**src/rtl/snake_motion_engine_if.sv**
```systemverilog
// Interface bundling the navigation, growth, query and status signals of the
// snake motion engine.
//   master : control/render side. Drives Navigation_State, GROW, QUERY_X/Y and
//            observes HEAD_X/Y, SNAKE_LEN, MOVE_TICK, DEAD, HEAD_HIT, BODY_HIT.
//   slave  : the motion engine itself.
interface snake_motion_engine_if #(
  parameter int unsigned X_W = 6,
  parameter int unsigned Y_W = 5
);
  logic [1:0]     Navigation_State;
  logic           GROW;
  logic [X_W-1:0] QUERY_X;
  logic [Y_W-1:0] QUERY_Y;
  logic [X_W-1:0] HEAD_X;
  logic [Y_W-1:0] HEAD_Y;
  logic [6:0]     SNAKE_LEN;
  logic           MOVE_TICK;
  logic           DEAD;
  logic           HEAD_HIT;
  logic           BODY_HIT;

  modport master (
    output Navigation_State, GROW, QUERY_X, QUERY_Y,
    input  HEAD_X, HEAD_Y, SNAKE_LEN, MOVE_TICK, DEAD, HEAD_HIT, BODY_HIT
  );

  modport slave (
    input  Navigation_State, GROW, QUERY_X, QUERY_Y,
    output HEAD_X, HEAD_Y, SNAKE_LEN, MOVE_TICK, DEAD, HEAD_HIT, BODY_HIT
  );
endinterface

```
**src/rtl/snake_motion_engine.sv**
```systemverilog
// Snake motion engine: steps the snake one grid cell every TICK_DIV clocks,
// keeps body segments in a shift chain, handles growth, detects wall and
// self collisions and answers registered "is cell (x,y) snake?" queries.
// Ports:
//   CLK   : system clock
//   RESET : synchronous, active-high reset
//   bus   : snake_motion_engine_if.slave (direction, grow, query in;
//           head position, length, move tick, dead, query hits out)
module snake_motion_engine #(
  parameter int unsigned GRID_W   = 40,
  parameter int unsigned GRID_H   = 30,
  parameter int unsigned MAX_LEN  = 16,
  parameter int unsigned TICK_DIV = 5000000,
  parameter int unsigned X_W      = 6,
  parameter int unsigned Y_W      = 5
) (
  input  logic                   CLK,
  input  logic                   RESET,
  snake_motion_engine_if.slave   bus
);

  localparam int unsigned CNT_W = (TICK_DIV > 1) ? $clog2(TICK_DIV) : 1;
  localparam int unsigned LEN_W = 7;
  localparam int unsigned XW1   = X_W + 1;
  localparam int unsigned YW1   = Y_W + 1;

  localparam logic [1:0] DIR_UP    = 2'b00;
  localparam logic [1:0] DIR_DOWN  = 2'b01;
  localparam logic [1:0] DIR_LEFT  = 2'b10;
  localparam logic [1:0] DIR_RIGHT = 2'b11;

  typedef enum logic {ST_RUN = 1'b0, ST_DEAD = 1'b1} state_e;

  state_e             state_q, state_d;
  logic [X_W-1:0]     seg_x_q [MAX_LEN];
  logic [X_W-1:0]     seg_x_d [MAX_LEN];
  logic [Y_W-1:0]     seg_y_q [MAX_LEN];
  logic [Y_W-1:0]     seg_y_d [MAX_LEN];
  logic [LEN_W-1:0]   len_q, len_d;
  logic [1:0]         dir_q, dir_d;
  logic [CNT_W-1:0]   cnt_q, cnt_d;
  logic               grow_pend_q, grow_pend_d;
  logic               move_tick_q, move_tick_d;
  logic               head_hit_q, head_hit_d;
  logic               body_hit_q, body_hit_d;

  logic               tick_c;
  logic               grow_eff_c;
  logic [1:0]         dir_c;
  logic [XW1-1:0]     nx_c;
  logic [YW1-1:0]     ny_c;
  logic               wall_c;
  logic               self_c;
  logic               in_grid_c;

  // Next-state, move and query evaluation
  always_comb begin
    state_d     = state_q;
    seg_x_d     = seg_x_q;
    seg_y_d     = seg_y_q;
    len_d       = len_q;
    dir_d       = dir_q;
    cnt_d       = cnt_q;
    grow_pend_d = grow_pend_q;
    move_tick_d = 1'b0;
    head_hit_d  = 1'b0;
    body_hit_d  = 1'b0;
    self_c      = 1'b0;
    wall_c      = 1'b0;

    tick_c     = (state_q == ST_RUN) && (cnt_q == CNT_W'(TICK_DIV - 1));
    grow_eff_c = grow_pend_q | bus.GROW;

    // Up/Down and Left/Right codes differ only in bit 0: a reversal is XOR == 01
    dir_c = ((bus.Navigation_State ^ dir_q) == 2'b01) ? dir_q : bus.Navigation_State;

    // Head step computed one bit wider so an edge step never aliases into the grid
    nx_c = {1'b0, seg_x_q[0]};
    ny_c = {1'b0, seg_y_q[0]};
    case (dir_c)
      DIR_UP: begin
        ny_c   = ny_c - YW1'(1);
        wall_c = (seg_y_q[0] == '0);
      end
      DIR_DOWN: begin
        ny_c   = ny_c + YW1'(1);
        wall_c = (seg_y_q[0] == Y_W'(GRID_H - 1));
      end
      DIR_LEFT: begin
        nx_c   = nx_c - XW1'(1);
        wall_c = (seg_x_q[0] == '0);
      end
      DIR_RIGHT: begin
        nx_c   = nx_c + XW1'(1);
        wall_c = (seg_x_q[0] == X_W'(GRID_W - 1));
      end
      default: ;
    endcase

    // Tail cell is only an obstacle when it stays put because of growth
    for (int unsigned k = 1; k < MAX_LEN; k++) begin
      if (((LEN_W'(k) < (len_q - LEN_W'(1))) ||
           (grow_eff_c && (LEN_W'(k) == (len_q - LEN_W'(1))))) &&
          ({1'b0, seg_x_q[k]} == nx_c) && ({1'b0, seg_y_q[k]} == ny_c)) begin
        self_c = 1'b1;
      end
    end

    if (state_q == ST_RUN) begin
      if (tick_c) begin
        cnt_d       = '0;
        move_tick_d = 1'b1;
        grow_pend_d = 1'b0;
        if (wall_c || self_c) begin
          state_d = ST_DEAD;
        end else begin
          for (int unsigned k = 1; k < MAX_LEN; k++) begin
            seg_x_d[k] = seg_x_q[k-1];
            seg_y_d[k] = seg_y_q[k-1];
          end
          seg_x_d[0] = nx_c[X_W-1:0];
          seg_y_d[0] = ny_c[Y_W-1:0];
          dir_d      = dir_c;
          if (grow_eff_c && (len_q < LEN_W'(MAX_LEN))) begin
            len_d = len_q + LEN_W'(1);
          end
        end
      end else begin
        cnt_d = cnt_q + CNT_W'(1);
        if (bus.GROW) begin
          grow_pend_d = 1'b1;
        end
      end
    end

    // Query port stays live in every state
    in_grid_c = ({1'b0, bus.QUERY_X} < XW1'(GRID_W)) &&
                ({1'b0, bus.QUERY_Y} < YW1'(GRID_H));
    head_hit_d = in_grid_c && (bus.QUERY_X == seg_x_q[0]) && (bus.QUERY_Y == seg_y_q[0]);
    for (int unsigned k = 1; k < MAX_LEN; k++) begin
      if (in_grid_c && (LEN_W'(k) < len_q) &&
          (bus.QUERY_X == seg_x_q[k]) && (bus.QUERY_Y == seg_y_q[k])) begin
        body_hit_d = 1'b1;
      end
    end
  end

  // State registers with synchronous reset
  always_ff @(posedge CLK) begin
    if (RESET) begin
      state_q     <= ST_RUN;
      for (int unsigned k = 0; k < MAX_LEN; k++) begin
        seg_x_q[k] <= (k < 3) ? X_W'(GRID_W / 2) : '0;
        seg_y_q[k] <= (k < 3) ? Y_W'(GRID_H / 2 + k) : '0;
      end
      len_q       <= LEN_W'(3);
      dir_q       <= DIR_UP;
      cnt_q       <= '0;
      grow_pend_q <= 1'b0;
      move_tick_q <= 1'b0;
      head_hit_q  <= 1'b0;
      body_hit_q  <= 1'b0;
    end else begin
      state_q     <= state_d;
      seg_x_q     <= seg_x_d;
      seg_y_q     <= seg_y_d;
      len_q       <= len_d;
      dir_q       <= dir_d;
      cnt_q       <= cnt_d;
      grow_pend_q <= grow_pend_d;
      move_tick_q <= move_tick_d;
      head_hit_q  <= head_hit_d;
      body_hit_q  <= body_hit_d;
    end
  end

  assign bus.HEAD_X    = seg_x_q[0];
  assign bus.HEAD_Y    = seg_y_q[0];
  assign bus.SNAKE_LEN = len_q;
  assign bus.MOVE_TICK = move_tick_q;
  assign bus.DEAD      = (state_q == ST_DEAD);
  assign bus.HEAD_HIT  = head_hit_q;
  assign bus.BODY_HIT  = body_hit_q;

endmodule

```
**src/flat_wrapper.sv**
```systemverilog
// flat-port wrapper written by rule: the top's interface ports become plain ports
module snake_motion_engine_flat 
#(
  parameter int unsigned GRID_W   = 40,
  parameter int unsigned GRID_H   = 30,
  parameter int unsigned MAX_LEN  = 16,
  parameter int unsigned TICK_DIV = 5000000,
  parameter int unsigned X_W      = 6,
  parameter int unsigned Y_W      = 5
)
  (CLK, RESET, bus_Navigation_State, bus_GROW, bus_QUERY_X, bus_QUERY_Y, bus_HEAD_X, bus_HEAD_Y, bus_SNAKE_LEN, bus_MOVE_TICK, bus_DEAD, bus_HEAD_HIT, bus_BODY_HIT);
  snake_motion_engine_if #(.X_W(X_W), .Y_W(Y_W)) bus_i ();
  input  logic CLK;
  input  logic RESET;
  input wire logic [$bits(bus_i.Navigation_State)-1:0] bus_Navigation_State;
  input wire logic [$bits(bus_i.GROW)-1:0] bus_GROW;
  input wire logic [$bits(bus_i.QUERY_X)-1:0] bus_QUERY_X;
  input wire logic [$bits(bus_i.QUERY_Y)-1:0] bus_QUERY_Y;
  output wire logic [$bits(bus_i.HEAD_X)-1:0] bus_HEAD_X;
  output wire logic [$bits(bus_i.HEAD_Y)-1:0] bus_HEAD_Y;
  output wire logic [$bits(bus_i.SNAKE_LEN)-1:0] bus_SNAKE_LEN;
  output wire logic [$bits(bus_i.MOVE_TICK)-1:0] bus_MOVE_TICK;
  output wire logic [$bits(bus_i.DEAD)-1:0] bus_DEAD;
  output wire logic [$bits(bus_i.HEAD_HIT)-1:0] bus_HEAD_HIT;
  output wire logic [$bits(bus_i.BODY_HIT)-1:0] bus_BODY_HIT;
  assign bus_i.Navigation_State = bus_Navigation_State;
  assign bus_i.GROW = bus_GROW;
  assign bus_i.QUERY_X = bus_QUERY_X;
  assign bus_i.QUERY_Y = bus_QUERY_Y;
  assign bus_HEAD_X = bus_i.HEAD_X;
  assign bus_HEAD_Y = bus_i.HEAD_Y;
  assign bus_SNAKE_LEN = bus_i.SNAKE_LEN;
  assign bus_MOVE_TICK = bus_i.MOVE_TICK;
  assign bus_DEAD = bus_i.DEAD;
  assign bus_HEAD_HIT = bus_i.HEAD_HIT;
  assign bus_BODY_HIT = bus_i.BODY_HIT;
  snake_motion_engine #(.GRID_W(GRID_W), .GRID_H(GRID_H), .MAX_LEN(MAX_LEN), .TICK_DIV(TICK_DIV), .X_W(X_W), .Y_W(Y_W)) u_core (.CLK(CLK), .RESET(RESET), .bus(bus_i));
endmodule
```
**config.mk**
```make
export PLATFORM = sky130hd
export DESIGN_NAME = snake_motion_engine_flat
export DESIGN_NICKNAME = d
export VERILOG_FILES = /design/src/rtl/snake_motion_engine_if.sv /design/src/rtl/snake_motion_engine.sv /design/src/flat_wrapper.sv
export SDC_FILE = /design/constraint.sdc
export NUM_CORES = 1
export LEC_CHECK = 0
export CORE_MARGIN = 4
export CORE_UTILIZATION = 35
export CTS_BUF_LIST = sky130_fd_sc_hd__clkbuf_8
export DETAILED_ROUTE_END_ITERATION = 16
export PLACE_DENSITY = 0.51
export SLEW_MARGIN = 20
export SYNTH_ARGS = -nofsm -noshare
export SYNTH_HDL_FRONTEND = slang
export SYNTH_SLANG_ARGS = --single-unit
export TNS_END_PERCENT = 30
```
**constraint.sdc**
```tcl
create_clock -name CLK -period 9.9 [get_ports CLK]
set_input_delay 1.98 -clock CLK [delete_from_list [all_inputs] [get_ports CLK]]
set_output_delay 1.98 -clock CLK [all_outputs]
set_load 0.02 [all_outputs]
```
---- Yosys cells after proc, flatten, opt, wreduce, memory -nomap -nowiden ----
Cells that the tools add are included.
storage, ports and cells
  output and inout port bits .............. 22
  input bits .............................. 16
  logic and storage cells ................. 328
  register bits ........................... 213
operators by class
  eq/ne operators ......................... 84
  bitwise gates (word level) .............. 4
  reduce and logical (&&, ||, !) cells .... 119
  add/sub/neg operators ................... 7
  magnitude comparators ................... 33
  multiplexer cells ....................... 41
operator list
  cell                                                        number
  less-than comparator 4 x 7 -> 1 bit, first input constant   16
  equality test 6 x 7 -> 1 bit                                15
  equality test 6 bit                                         16
  logical AND 1 bit                                           95
  equality test 5 x 6 -> 1 bit                                15
  equality test 5 bit                                         16
  equality test 4 x 7 -> 1 bit, first input constant          8
  less-than comparator 3 x 7 -> 1 bit, first input constant   8
  2-to-1 mux 1 bit                                            36
  equality test 3 x 7 -> 1 bit, first input constant          4
  less-than comparator 2 x 7 -> 1 bit, first input constant   4
  adder 23 x 1 -> 23 bit, second input constant               1
  equality test 23 bit, second input constant                 1
  2-to-1 mux 23 bit                                           1
  logical OR 1 bit                                            16
  equality test 2 x 7 -> 1 bit, first input constant          2
  less-than comparator 1 x 7 -> 1 bit, first input constant   2
  one-hot mux 7 bit (2 select lines)                          1
  one-hot mux 6 bit (2 select lines)                          1
  adder 6 x 1 -> 7 bit, second input constant                 1
  adder 7 x 1 -> 7 bit, second input constant                 1
  equality test 1 x 7 -> 1 bit, first input constant          1
  less-than comparator 7 x 5 -> 1 bit, second input constant  1
  subtractor 6 x 1 -> 7 bit, second input constant            1
  other kinds (22)                                            25

---- Logic depth before layout (Yosys ltp) ----
Gate-level depths: netlist (run 1).
  depth in word-level cells ............... 27
  mapped depth ............................ 23

---- Least setup slack after synthesis (run 1) ----
No wires, ideal clock.
  path kind ............................... input to register
  start point ............................. input port bus_Navigation_State[1]
  end point ............................... register u_core.dir_q[0]
  cell stages on the path ................. 21
  path buffers ............................ 6
  slack ................................... 3135 ps
  arrival ................................. 6642 ps
  cell sequence ........................... buf_4 buf_2 buf_2 xor2_1 mux2i_1 nand2b_1 inv_1 fa_1 xnor2_1 a21oi_1 buf_2 xnor2_1 a2111o_1 or4_1 nor3_2 nor4_2 nand4_4 a21boi_1 buf_2 buf_6 mux2_1
between the ends
  cells in the longest elaborated chain, start to end .. 26
  elaborated cells on any way between the ends .. 88
  classes of those cells .................. eq/ne: 34; mux: 19; bitwise: 2; reduce/logical: 33
RTL lines
  item                                line                        text
  start: declaration                  flat_wrapper.sv:15          input wire logic [$bits(bus_i.Navigation_State)-1:0] bus_Navigation_State;
  XOR 2 bit                           snake_motion_engine.sv:75   dir_c = ((bus.Navigation_State ^ dir_q) == 2'b01) ? dir_q : bus.Navigation_State;
  equality test 2 x 1 -> 1 bit        snake_motion_engine.sv:75
  2-to-1 mux 2 bit (*)                snake_motion_engine.sv:75
  equality test 2 bit                 snake_motion_engine.sv:80   case (dir_c)
  one-hot mux 7 bit (2 select lines)  snake_motion_engine.sv:80
  equality test 6 x 7 -> 1 bit        snake_motion_engine.sv:104  ({1'b0, seg_x_q[k]} == nx_c) && ({1'b0, seg_y_q[k]} == ny_c)) begin
  logical AND 1 bit                   snake_motion_engine.sv:103  (grow_eff_c && (LEN_W'(k) == (len_q - LEN_W'(1))))) &&
  logical AND 1 bit                   snake_motion_engine.sv:104
  2-to-1 mux 1 bit (15 in series)     snake_motion_engine.sv:102  if (((LEN_W'(k) < (len_q - LEN_W'(1))) ||
  logical OR 1 bit                    snake_motion_engine.sv:114  if (wall_c || self_c) begin
  inverter 1 bit (no line)            n/a
  AND reduction 3 bit (no line)       n/a
  end signal: assignment              snake_motion_engine.sv:168  dir_q <= dir_d;
  end: declaration                    snake_motion_engine.sv:40   logic [1:0] dir_q, dir_d;
Mark *: on every way between the ends. The rest lies on a longest branch, timed or not.
A chain may end at the register's enable or synchronous reset.

---- Worst setup path after layout (run 1) ----
  start point ............................. input port bus_Navigation_State[0]
  end point ............................... register u_core.seg_x_q[47] (netlist bit)
between the ends
  cells in the longest elaborated chain, start to end .. 26
  elaborated cells on any way between the ends .. 88
  classes of those cells .................. eq/ne: 34; mux: 19; bitwise: 2; reduce/logical: 33
RTL lines
  item                                line                        text
  XOR 2 bit                           snake_motion_engine.sv:75
  equality test 2 x 1 -> 1 bit        snake_motion_engine.sv:75
  2-to-1 mux 2 bit (*)                snake_motion_engine.sv:75
  equality test 2 bit                 snake_motion_engine.sv:80
  one-hot mux 7 bit (2 select lines)  snake_motion_engine.sv:80
  equality test 6 x 7 -> 1 bit        snake_motion_engine.sv:104
  logical AND 1 bit                   snake_motion_engine.sv:103
  logical AND 1 bit                   snake_motion_engine.sv:104
  2-to-1 mux 1 bit (15 in series)     snake_motion_engine.sv:102
  logical OR 1 bit (*)                snake_motion_engine.sv:114
  inverter 1 bit (no line) (*)        n/a
  AND reduction 3 bit (no line) (*)   n/a
  end signal: indexed assignment      snake_motion_engine.sv:153  seg_x_q[k] <= (k < 3) ? X_W'(GRID_W / 2) : '0;
  end signal: assignment              snake_motion_engine.sv:165  seg_x_q <= seg_x_d;
  end: declaration                    snake_motion_engine.sv:35   logic [X_W-1:0] seg_x_q [MAX_LEN];
Marks and branches as above.

==> impl_metrics.csv, run 1 <==
group,metric,value,unit
sta,rsz0062_at_grt,"false",
die,dieArea,43720,µm²
route,dr.first_iter.drc_count,960,
cts,cts_buffer_depth,3,
cts,post-cts-setup-buffers,0,
cts,h-tree-depth,2,
route,drc,0,
logic_synthesis,synth_fa_ha_area_frac,0.01609,
run_status,outcome,"finished clean",
die,die_x,209.1,µm
setup_path,cpMaxStageDelayCell,"buf_4",
die,coreArea,39820,µm²
logic_synthesis,synth_top_family_by_area,"XOR/XNOR gates",
sta,min_period,7.782,ns
logic_synthesis,synthSimpleGateAreaFrac,0.1915,
power,p_per_area,117.1,nW/µm²
hold_path,min_to,"u_core.dir_q[1]",
grt,antenna_found_initial,0,
cts,path_clk_slew,0.05,ns
grt,overflow,0,
hold_path,min_path_type,"register to register",
setup_path,worstPathArrival,8.27,ns
logic_synthesis,synthTopCellsByCount,"232 x xnor2_1, 213 x dfxtp_1, 204 x nand2_1",
cts,ctsHoldBuffers,0,
grt,grt_pass1_wl,73330,µm
sta,final-setup-viol-count,0,
place,port_buffers,37,
final_layout,layout-area-overhead-vs-synth,9.831,%
setup_path,required,10.38,ns
setup_path,rrSetupSlack,3.35,ns
logic_synthesis,synthXorXnorAreaFrac,0.2144,
die,start_util,0.3554,
setup_path,rr_endpoint,"u_core.seg_x_q[47]",
cts,numCtsBuffers,40,
sta,timing.fmax,128.5,MHz
logic_synthesis,syn_inst,1617,
logic_synthesis,synth_area,14150,µm²
sta,final-hold-violation-count,0,
sta,relSlewSlack,0.2217,
cts,cts-root-buf,"clkbuf_8",
logic_synthesis,synth_compound_area_frac,0.08434,
route,num_vias,12070,
logic_synthesis,synth_area_leaders,"dfxtp_1 30%, xnor2_1 14%, mux2i_1 13%, xor2_1 6.8%, nand2_1 5.4%",
cts,insertion_delay,0.58,ns
setup_path,reg2reg_depth,18,
hold_path,hp-start,"u_core.dir_q[1]",
route,drt_wl_total,48460,µm
sta,timing.setup.tns,0,ns
logic_synthesis,muxShareOfSynthArea,0.1457,
logic_synthesis,syn_avg_cell_area,8.752,µm²
die,io_pins,38,
setup_path,path_class,"input port to register",
power,p_total,1.821,mW
cts,cts.repair.resized,0,
sta,period_share,0.7861,
grt,grt_pass1_vias,11740,
die,num_rows,73,
die,die_y,209.1,µm
place,dp_hpwl,36280,µm
grt,grt_max_degree,118,
run,drv_cap,0,
place,gp_congestion,0.9728,
route,drtPass1Iterations,7,
final_layout,final_layout_size_suffix_gt1_frac,0.07900,
logic_synthesis,synth_most_common_cell,"xnor2_1",
logic_synthesis,syn_nets,1650,
logic_synthesis,synth-seq-area-share,0.3013,
setup_path,crit_path_max_fanout,117,
logic_synthesis,async_flop_share,0,
final_layout,antennaDiodeCount,0,
logic_synthesis,yosys_warnings,0,
setup_path,crit_path_end_kind,"register",
sta,drv_slew,0,
power,power_leakage,5.141,nW
setup_path,reg2reg_from,"u_core.dir_q[1]",
setup_path,critPathMaxStageDelay,0.88,ns
sta,skew,0.02788,ns
grt,grt_use_total,0.2152,
cts,cts_tree,"built",
power,ir_worst_vdd,64.69,µV
route,vias_per_cell,5.594,
setup_path,startpoint_type,"input port",
logic_synthesis,synth_area_leader_cell,"dfxtp_1",
hold_path,min_path_cells,2,
logic_synthesis,synthFlopType,"dfxtp_1",
route,ant_nets,0,
final_layout,fin_nets,1646,
logic_synthesis,synth_seq_cells,213,
logic_synthesis,ys_types,81,
logic_synthesis,synth_top_area_share,0.3013,
logic_synthesis,synth_edf_count,0,
route,routedWlPerCell,22.46,µm
setup_path,cp_cell_sequence,"clkdlybuf4s50_1, mux2i_1, nand2b_1, inv_1, fa_1, nor2b_1, nor3_1, buf_4, nor3_2, xnor2_1, nor4_1, a311oi_1, o2111a_1, nand4_4, a21boi_4, buf_12, buf_4, mux2i_1",
sta,worst-slew-pin-transition,1.152,ns
cts,clock_sinks,213,
-- worst max path at each step --
stage / from / slack, ns / depth (start not counted) / to
6_report: bus_Navigation_State[0] / 2.12 / 18 / u_core.seg_x_q[47]
5_1_grt: bus_Navigation_State[0] / 1.68 / 18 / u_core.seg_x_q[47]
4_1_cts: bus_Navigation_State[0] / 2.05 / 18 / u_core.seg_x_q[47]
3_5_place_dp: bus_Navigation_State[0] / 1.48 / 18 / u_core.seg_x_q[47]
3_3_place_gp: bus_Navigation_State[0] / 1.37 / 18 / u_core.seg_y_q[2]
2_1_floorplan: bus_Navigation_State[1] / 3.13 / 21 / u_core.dir_q[0]
-- cell type report --
cell class              count  area (µm²)
clock buffers              43       591.8
clock inverters            19       93.84
multi-input cells        1269        9249
fillers                  4140       24280
well taps                 525       656.9
inverters                  22       87.58
flip-flops and latches    213        4264
repair buffers             67       600.6
-- registers in the layout, indices dropped and copies added (netlist names), 2 cells and up --
register and flops:
u_core.bus.HEAD_X 6, u_core.bus.HEAD_Y 5, u_core.bus.SNAKE_LEN 7, u_core.cnt_q 23, u_core.dir_q 2, u_core.seg_x_q 90, u_core.seg_y_q 75
-- worst max-delay path, delay by kind of cell --
| family | cells | cell delay [ns] |
|---|---|---|
| AOI/OAI and AO/OA | 3 | 0.86 |
| buffers and inverters | 5 | 2.12 |
| and+or+nand+nor | 6 | 1.83 |
| adders and majority gates | 1 | 0.46 |
| xor gates and xnor gates | 1 | 0.20 |
| muxes | 2 | 0.78 |
-- stage by stage --
stage                     utilization  cell area [µm²]  cells  setup WS (ns)  hold WS, ns
after floorplan                     -            14150   1617          3.135       0.4517
after detailed placement       0.3732            14860   2096          1.485       0.4807
final                          0.3903            15540   2158          2.118       0.4890
after global placement         0.3728            14850   2095          1.371       0.4736
after global routing           0.3903            15540   2158          1.684       0.5126
after CTS                      0.3904            15550   2158          2.046       0.4883
-- cells by family (layout without fill, tap and decap cells) --
logic type,count (synthesis),in the layout
simple gates,546,546
xor+xnor,344,344
flops,213,213
mux,194,194
compound gates,168,168
buf+inv,135,151
fa+ha+maj,17,17
-- report_power, final --
part	leakage [nW]	total, mW	switching, mW	internal, mW
Sequential	1.72	0.860	0.00112	0.859
Combinational	3.03	0.187	0.121	0.0656
Clock	0.399	0.774	0.376	0.398
Total	5.14	1.82	0.498	1.32
-- layer usage --
layer	GRT usage	up-vias	routed length, µm
met3	0.03213	109	2973
li1	-	5653	-
met2	0.3331	435	21100
met1	0.2999	5875	22220
met5	0	-	0
met4	0.08978	0	2165
-- placed cells by master (no fill, tap or decap), drive strengths merged, types with 11 or more instances in the layout --
cell type	instances
a21oi	37
and3	12
buf	31
clkbuf	43
clkdlybuf4s50	35
dfxtp	213
ha	15
inv	37
mux2i	180
nand2	205
nand3	35
nand4	58
nor2	88
nor2b	13
nor3	30
nor4	28
o21ai	25
or3	16
or4	11
xnor2	233
xor2	110
Power figures use the tool's default switching activity.
==> inputs of run 2 (changes only) <==
- clock period: 9.9 -> 8.2 ns (I/O delays scaled with it)
==> run 2 against run 1 <==
  * Core utilization rose by 0.70 points
  * Cell count rose by 0.88%
  * Die area did not move
  * Final area rose by 1.8%
  * Clock power rose by 47%
  * Clock skew fell by 0.011 ns
  * Setup slack got worse by 0.79 ns
  * Count of clock-buffer cells in the layout rose by 8
  * First-iteration DRC count rose by 4.6%
  * Register-to-register slack got worse by 1.1 ns
  * Critical path type unchanged
  * Largest cell class unchanged
==> impl_metrics.csv, run 2 (synthesis gave the netlist of run 1 again) <==
group,metric,value,unit
cts,path_clk_slew,0.06,ns
setup_path,cp_cell_sequence,"clkdlybuf4s50_1, mux2i_1, or2_2, ha_1, nor3b_1, mux2i_1, nand2_2, xor2_1, nor4_1, a21boi_0, o2111a_1, nand4_4, a21boi_4, buf_12, mux2i_1",
final_layout,final_area,15820,µm²
route,num_vias,11950,
die,start_util,0.3554,
route,dr.first_iter.drc_count,1004,
power,power_leakage,5.270,nW
place,place_area,14930,µm²
sta,worst-slew-pin-transition,1.051,ns
final_layout,antennaDiodeCount,0,
place,place_ws,0.8111,ns
sta,relSlewSlack,0.2920,
setup_path,reg2reg_depth,15,
sta,period_share,0.8383,
grt,grt_pass1_wl,74810,µm
cts,insertion_delay,0.57,ns
run,drv_cap,0,
setup_path,cp.depth,15,
route,drc,0,
final_layout,fin_nets,1653,
grt,grt_max_degree,100,
final_layout,layout_common_cells,"232 x xnor2_1, 213 x dfxtp_1, 204 x nand2_1",
sta,rsz0062_at_grt,"false",
setup_path,cp_num_buf_inv,2,
power,ir_worst_vdd,81.09,µV
cts,post-cts-setup-buffers,0,
final_layout,final_layout_size_suffix_gt1_frac,0.09140,
final_layout,max_flop_register,"u_core.seg_x_q",
die,coreArea,39820,µm²
setup_path,startpoint_type,"input port",
cts,numCtsBuffers,40,
sta,final-setup-viol-count,0,
die,die_y,209.1,µm
cts,cts_tree,"built",
final_layout,largest_reg_flops,90,
route,drt_wl_total,49480,µm
route,routedWlPerCell,22.73,µm
cts,h-tree-depth,2,
setup_path,worst_path_most_repeated_cell,"mux2i_1",
setup_path,required,8.68,ns
final_layout,largest_registers,"u_core.seg_x_q: 90 flops, u_core.seg_y_q: 75 flops, u_core.cnt_q: 23 flops",
sta,min_period,6.874,ns
route,drtPass1Iterations,5,
sta,timing.setup.tns,0,ns
cts,clock_sinks,213,
setup_path,reg2reg_from,"u_core.dir_q[1]",
cts,cts_buffer_depth,3,
cts,cts.repair.resized,0,
setup_path,path_class,"input port to register",
grt,antenna_found_initial,0,
route,vias_per_cell,5.489,
final_layout,layout-area-overhead-vs-synth,11.79,%
setup_path,cpMaxStageDelayCell,"a21boi_4",
setup_path,rr_endpoint,"u_core.seg_x_q[1]",
setup_path,rrSetupSlack,2.22,ns
sta,drv_slew,0,
die,die_x,209.1,µm
die,num_rows,73,
setup_path,worstPathArrival,7.36,ns
setup_path,crit_path_end_kind,"register",
cts,ctsHoldBuffers,0,
hold_path,hp-start,"u_core.dir_q[1]",
final_layout,num-fill-cells,4108,
place,gp_congestion,1.020,
grt,grt_use_total,0.2207,
die,io_pins,38,
final_layout,final_common_cell,"xnor2_1",
sta,setup_ws,1.326,ns
setup_path,path_delay_family,"simple AND/OR/NAND/NOR gates",
power,p_per_area,152.5,nW/µm²
sta,skew,0.01672,ns
run_status,outcome,"finished clean",
hold_path,min_path_type,"register to register",
place,port_buffers,37,
route,ant_nets,0,
setup_path,critPathMaxStageDelay,0.67,ns
setup_path,crit_path_end,"u_core.seg_x_q[1]",
final_layout,final_core_util,0.3973,
setup_path,crit_path_max_fanout,70,
sta,final-hold-violation-count,0,
cts,cts-root-buf,"clkbuf_8",
sta,timing.fmax,145.5,MHz
grt,grt_pass1_vias,11750,
die,dieArea,43720,µm²
grt,overflow,0,
place,dp_hpwl,37270,µm
setup_path,crit_path_start,"bus_Navigation_State[0]",
[run 2: area by class of cell]
class	instances	area, µm²	share of cell area
repair buffers	74	675.6	0.04270
flip-flops and latches	213	4264	0.2695
inverters	22	87.58	0.005536
well taps	525	656.9	0.04152
clock buffers	51	701.9	0.04437
clock inverters	23	191.4	0.01210
multi-input cells	1269	9244	0.5843
[run 2: worst register-to-register path: stages, from the launching register on]
cell	delay [ns]
dfxtp_1	0.35
xor2_1	0.19
mux2i_1	0.53
or2_2	0.31
ha_1	0.39
nor3b_1	0.21
mux2i_1	0.66
nand2_2	0.47
xor2_1	0.45
nor4_1	0.19
a21boi_0	0.22
o2111a_1	0.25
nand4_4	0.21
a21boi_4	0.68
buf_12	0.46
mux2i_1	0.35
[run 2: worst min path at each step]
stage                     slack, ns                  to  depth (start not counted)
after floorplan                0.45  u_core.grow_pend_q                          2
after global placement         0.48     u_core.dir_q[1]                          2
after detailed placement       0.48     u_core.dir_q[1]                          2
after CTS                      0.49     u_core.dir_q[1]                          2
after global routing           0.51     u_core.dir_q[1]                          2
final                          0.49     u_core.dir_q[1]                          2
[run 2: per-stage QoR]
stage,hold slack (ns),power [mW],cells
final,0.4858,2.413,2177
after CTS,0.4852,2.440,2177
after detailed placement,0.4775,1.287,2103
after floorplan,0.4517,1.218,1617
after global routing,0.5101,2.505,2177
after global placement,0.4761,1.289,2103
[run 2: power breakdown]
part	switching (mW)	internal, mW	leakage [nW]	total, mW
clock	0.486	0.659	0.488	1.14
combinational	0.151	0.0798	3.07	0.230
sequential	0.00144	1.04	1.72	1.04
[run 2: layer usage]
layer  vias up  part of all wire  GRT usage
met2       339              0.45     0.3490
li1       5678                 -          -
met5         -                 0          0
met1      5861              0.48     0.3175
met4         0             0.025    0.06008
met3        71             0.050    0.02837
==> inputs of run 3 (changes only) <==
- clock period: 8.2 -> 7 ns (I/O delays scaled with it)
==> run 3 against run 2 <==
  * Clock power up 18%
  * Combinational power up 22%
  * Sequential power up 17%
  * Critical endpoint is now u_core.seg_y_q[7]
==> impl_metrics.csv, run 3 (synthesis gave the netlist of run 1 again) <==
group,metric,value,unit
run_status,outcome,"finished clean",
die,num_rows,73,
grt,grt_pass1_vias,11660,
route,drtPass1Iterations,5,
setup_path,reg2reg_from,"u_core.dir_q[1]",
route,drt_wl_total,49800,µm
sta,timing.fmax,150.6,MHz
place,dp_hpwl,37300,µm
die,die_y,209.1,µm
sta,final-hold-violation-count,0,
die,io_pins,38,
sta,fin_hold_ws,0.4748,ns
sta,worst-slew-pin-transition,1.107,ns
route,vias_per_cell,5.477,
cts,cts_buffer_depth,3,
place,dp.cells,2124,
final_layout,largest_reg_flops,90,
setup_path,crit_path_max_fanout,63,
cts,ctsHoldBuffers,0,
sta,rsz0062_at_grt,"false",
die,coreArea,39820,µm²
die,dieArea,43720,µm²
cts,insertion_delay,0.57,ns
place,port_buffers,37,
final_layout,largest_registers,"u_core.seg_x_q: 90 flops, u_core.seg_y_q: 75 flops, u_core.cnt_q: 23 flops",
hold_path,min_path_type,"register to register",
sta,drv_slew,0,
setup_path,reg2reg_depth,17,
final_layout,num-fill-cells,4080,
setup_path,rrSetupSlack,0.97,ns
setup_path,path_class,"input port to register",
power,ir_worst_vdd,85.21,µV
power,p_total,2.838,mW
route,routedWlPerCell,22.69,µm
power,power_leakage,5.361,nW
setup_path,crit_path_end_kind,"register",
final_layout,layout-area-overhead-vs-synth,12.79,%
final_layout,final_common_cell,"xnor2_1",
route,dr.first_iter.drc_count,983,
final_layout,fin_nets,1674,
die,die_x,209.1,µm
route,num_vias,12020,
setup_path,worstPathArrival,7.13,ns
sta,min_period,6.642,ns
setup_path,startpoint_type,"input port",
cts,numCtsBuffers,40,
sta,timing.setup.tns,0,ns
final_layout,register_area,4264,µm²
setup_path,crit_path_end,"u_core.seg_y_q[7]",
sta,skew,0.03145,ns
route,wl_met3,3474,µm
cts,cts-root-buf,"clkbuf_8",
grt,grt_max_degree,104,
die,start_util,0.3554,
route,wirelength_met1,22420,µm
final_layout,final_cells,2195,
power,p_per_area,177.8,nW/µm²
final_layout,multi_input_area,9244,µm²
setup_path,required,7.49,ns
final_layout,final_layout_size_suffix_gt1_frac,0.1012,
cts,cts.repair.resized,0,
final_layout,layout_common_cells,"232 x xnor2_1, 213 x dfxtp_1, 204 x nand2_1",
place,place_area,15090,µm²
cts,post-cts-setup-buffers,0,
grt,overflow,0,
sta,final-setup-viol-count,0,
final_layout,final_area,15960,µm²
run,drv_cap,0,
grt,antenna_found_initial,0,
setup_path,crit_path_start,"bus_Navigation_State[0]",
grt,grt_pass1_wl,74330,µm
cts,cts_tree,"built",
cts,h-tree-depth,2,
grt,grt_use_total,0.2208,
setup_path,rr_endpoint,"u_core.seg_y_q[7]",
route,route.top_layer_used,"met4",
place,gp_congestion,0.9938,
route,met2_length,21340,µm
cts,path_clk_slew,0.06,ns
route,drc,0,
cts,clock_sinks,213,
route,ant_nets,0,
final_layout,max_flop_register,"u_core.seg_x_q",
sta,period_share,0.9488,
final_layout,antennaDiodeCount,0,
sta,relSlewSlack,0.2579,
[run 3: cell types whose count changed in the layout (fill, tap and decap cells not counted)]
| cell | previous run | this run |
|---|---|---|
| buf_2 | 2 | 1 |
| clkinvlp_4 | 3 | 2 |
| clkbuf_8 | 51 | 48 |
| buf_4 | 34 | 55 |
| clkinv_2 | 8 | 10 |
| clkinv_4 | 1 | 0 |
| clkdlybuf4s50_1 | 35 | 36 |
| bufinv_16 | 3 | 4 |
| inv_1 | 29 | 28 |
[run 3: worst max-delay path: stages]
cell and delay [ns]:
clkdlybuf4s50_1 0.41, mux2i_1 0.32, nand2b_1 0.26, inv_1 0.08, fa_1 0.44, nor2b_1 0.37
nor3_1 0.15, nor3_2 0.91, buf_4 0.29, xnor2_1 0.15, nor4_1 0.10, a21boi_0 0.23
o2111a_1 0.28, nand4_4 0.11, a21boi_4 0.82, buf_12 0.43, mux2i_1 0.25
[run 3: layout make-up]
type                    count  share of cell area
clock buffers              48             0.04139
flip-flops and latches    213              0.2671
inverters                  22            0.005487
clock inverters            23             0.01325
repair buffers             95             0.05252
multi-input cells        1269              0.5791
well taps                 525             0.04115
[run 3: layer usage]
layer / up-vias / GRT usage
met1: 5785 / 0.3096
met2: 396 / 0.3341
li1: 5717 / -
met4: 0 / 0.09766
met5: - / 0
met3: 123 / 0.03648
[run 3: worst min-delay path by stage]
stage,slack (ns),endpoint,from,cells after the start
after floorplan,0.45,u_core.grow_pend_q,u_core.grow_pend_q,2
after global placement,0.47,u_core.grow_pend_q,u_core.grow_pend_q,2
after detailed placement,0.47,u_core.dir_q[1],u_core.dir_q[1],2
after CTS,0.48,u_core.dir_q[1],u_core.dir_q[1],2
after global routing,0.52,u_core.dir_q[1],u_core.dir_q[1],2
final,0.47,u_core.dir_q[1],u_core.dir_q[1],2
[run 3: metrics by stage]
step                setup WS, ns    util
global route             0.09408  0.4008
global placement         -0.1082  0.3789
finish                    0.3581  0.4008
detailed placement       -0.1064  0.3789
floorplan                 0.8146       -
CTS                       0.4607  0.4008
[run 3: where the power goes]
part | total [mW] | internal (mW) | switching [mW] | leakage, nW
logic | 0.280 | 0.102 | 0.177 | 3.17
clock network | 1.34 | 0.772 | 0.570 | 0.478
registers | 1.22 | 1.21 | 0.00165 | 1.72
total | 2.84 | 2.09 | 0.750 | 5.36
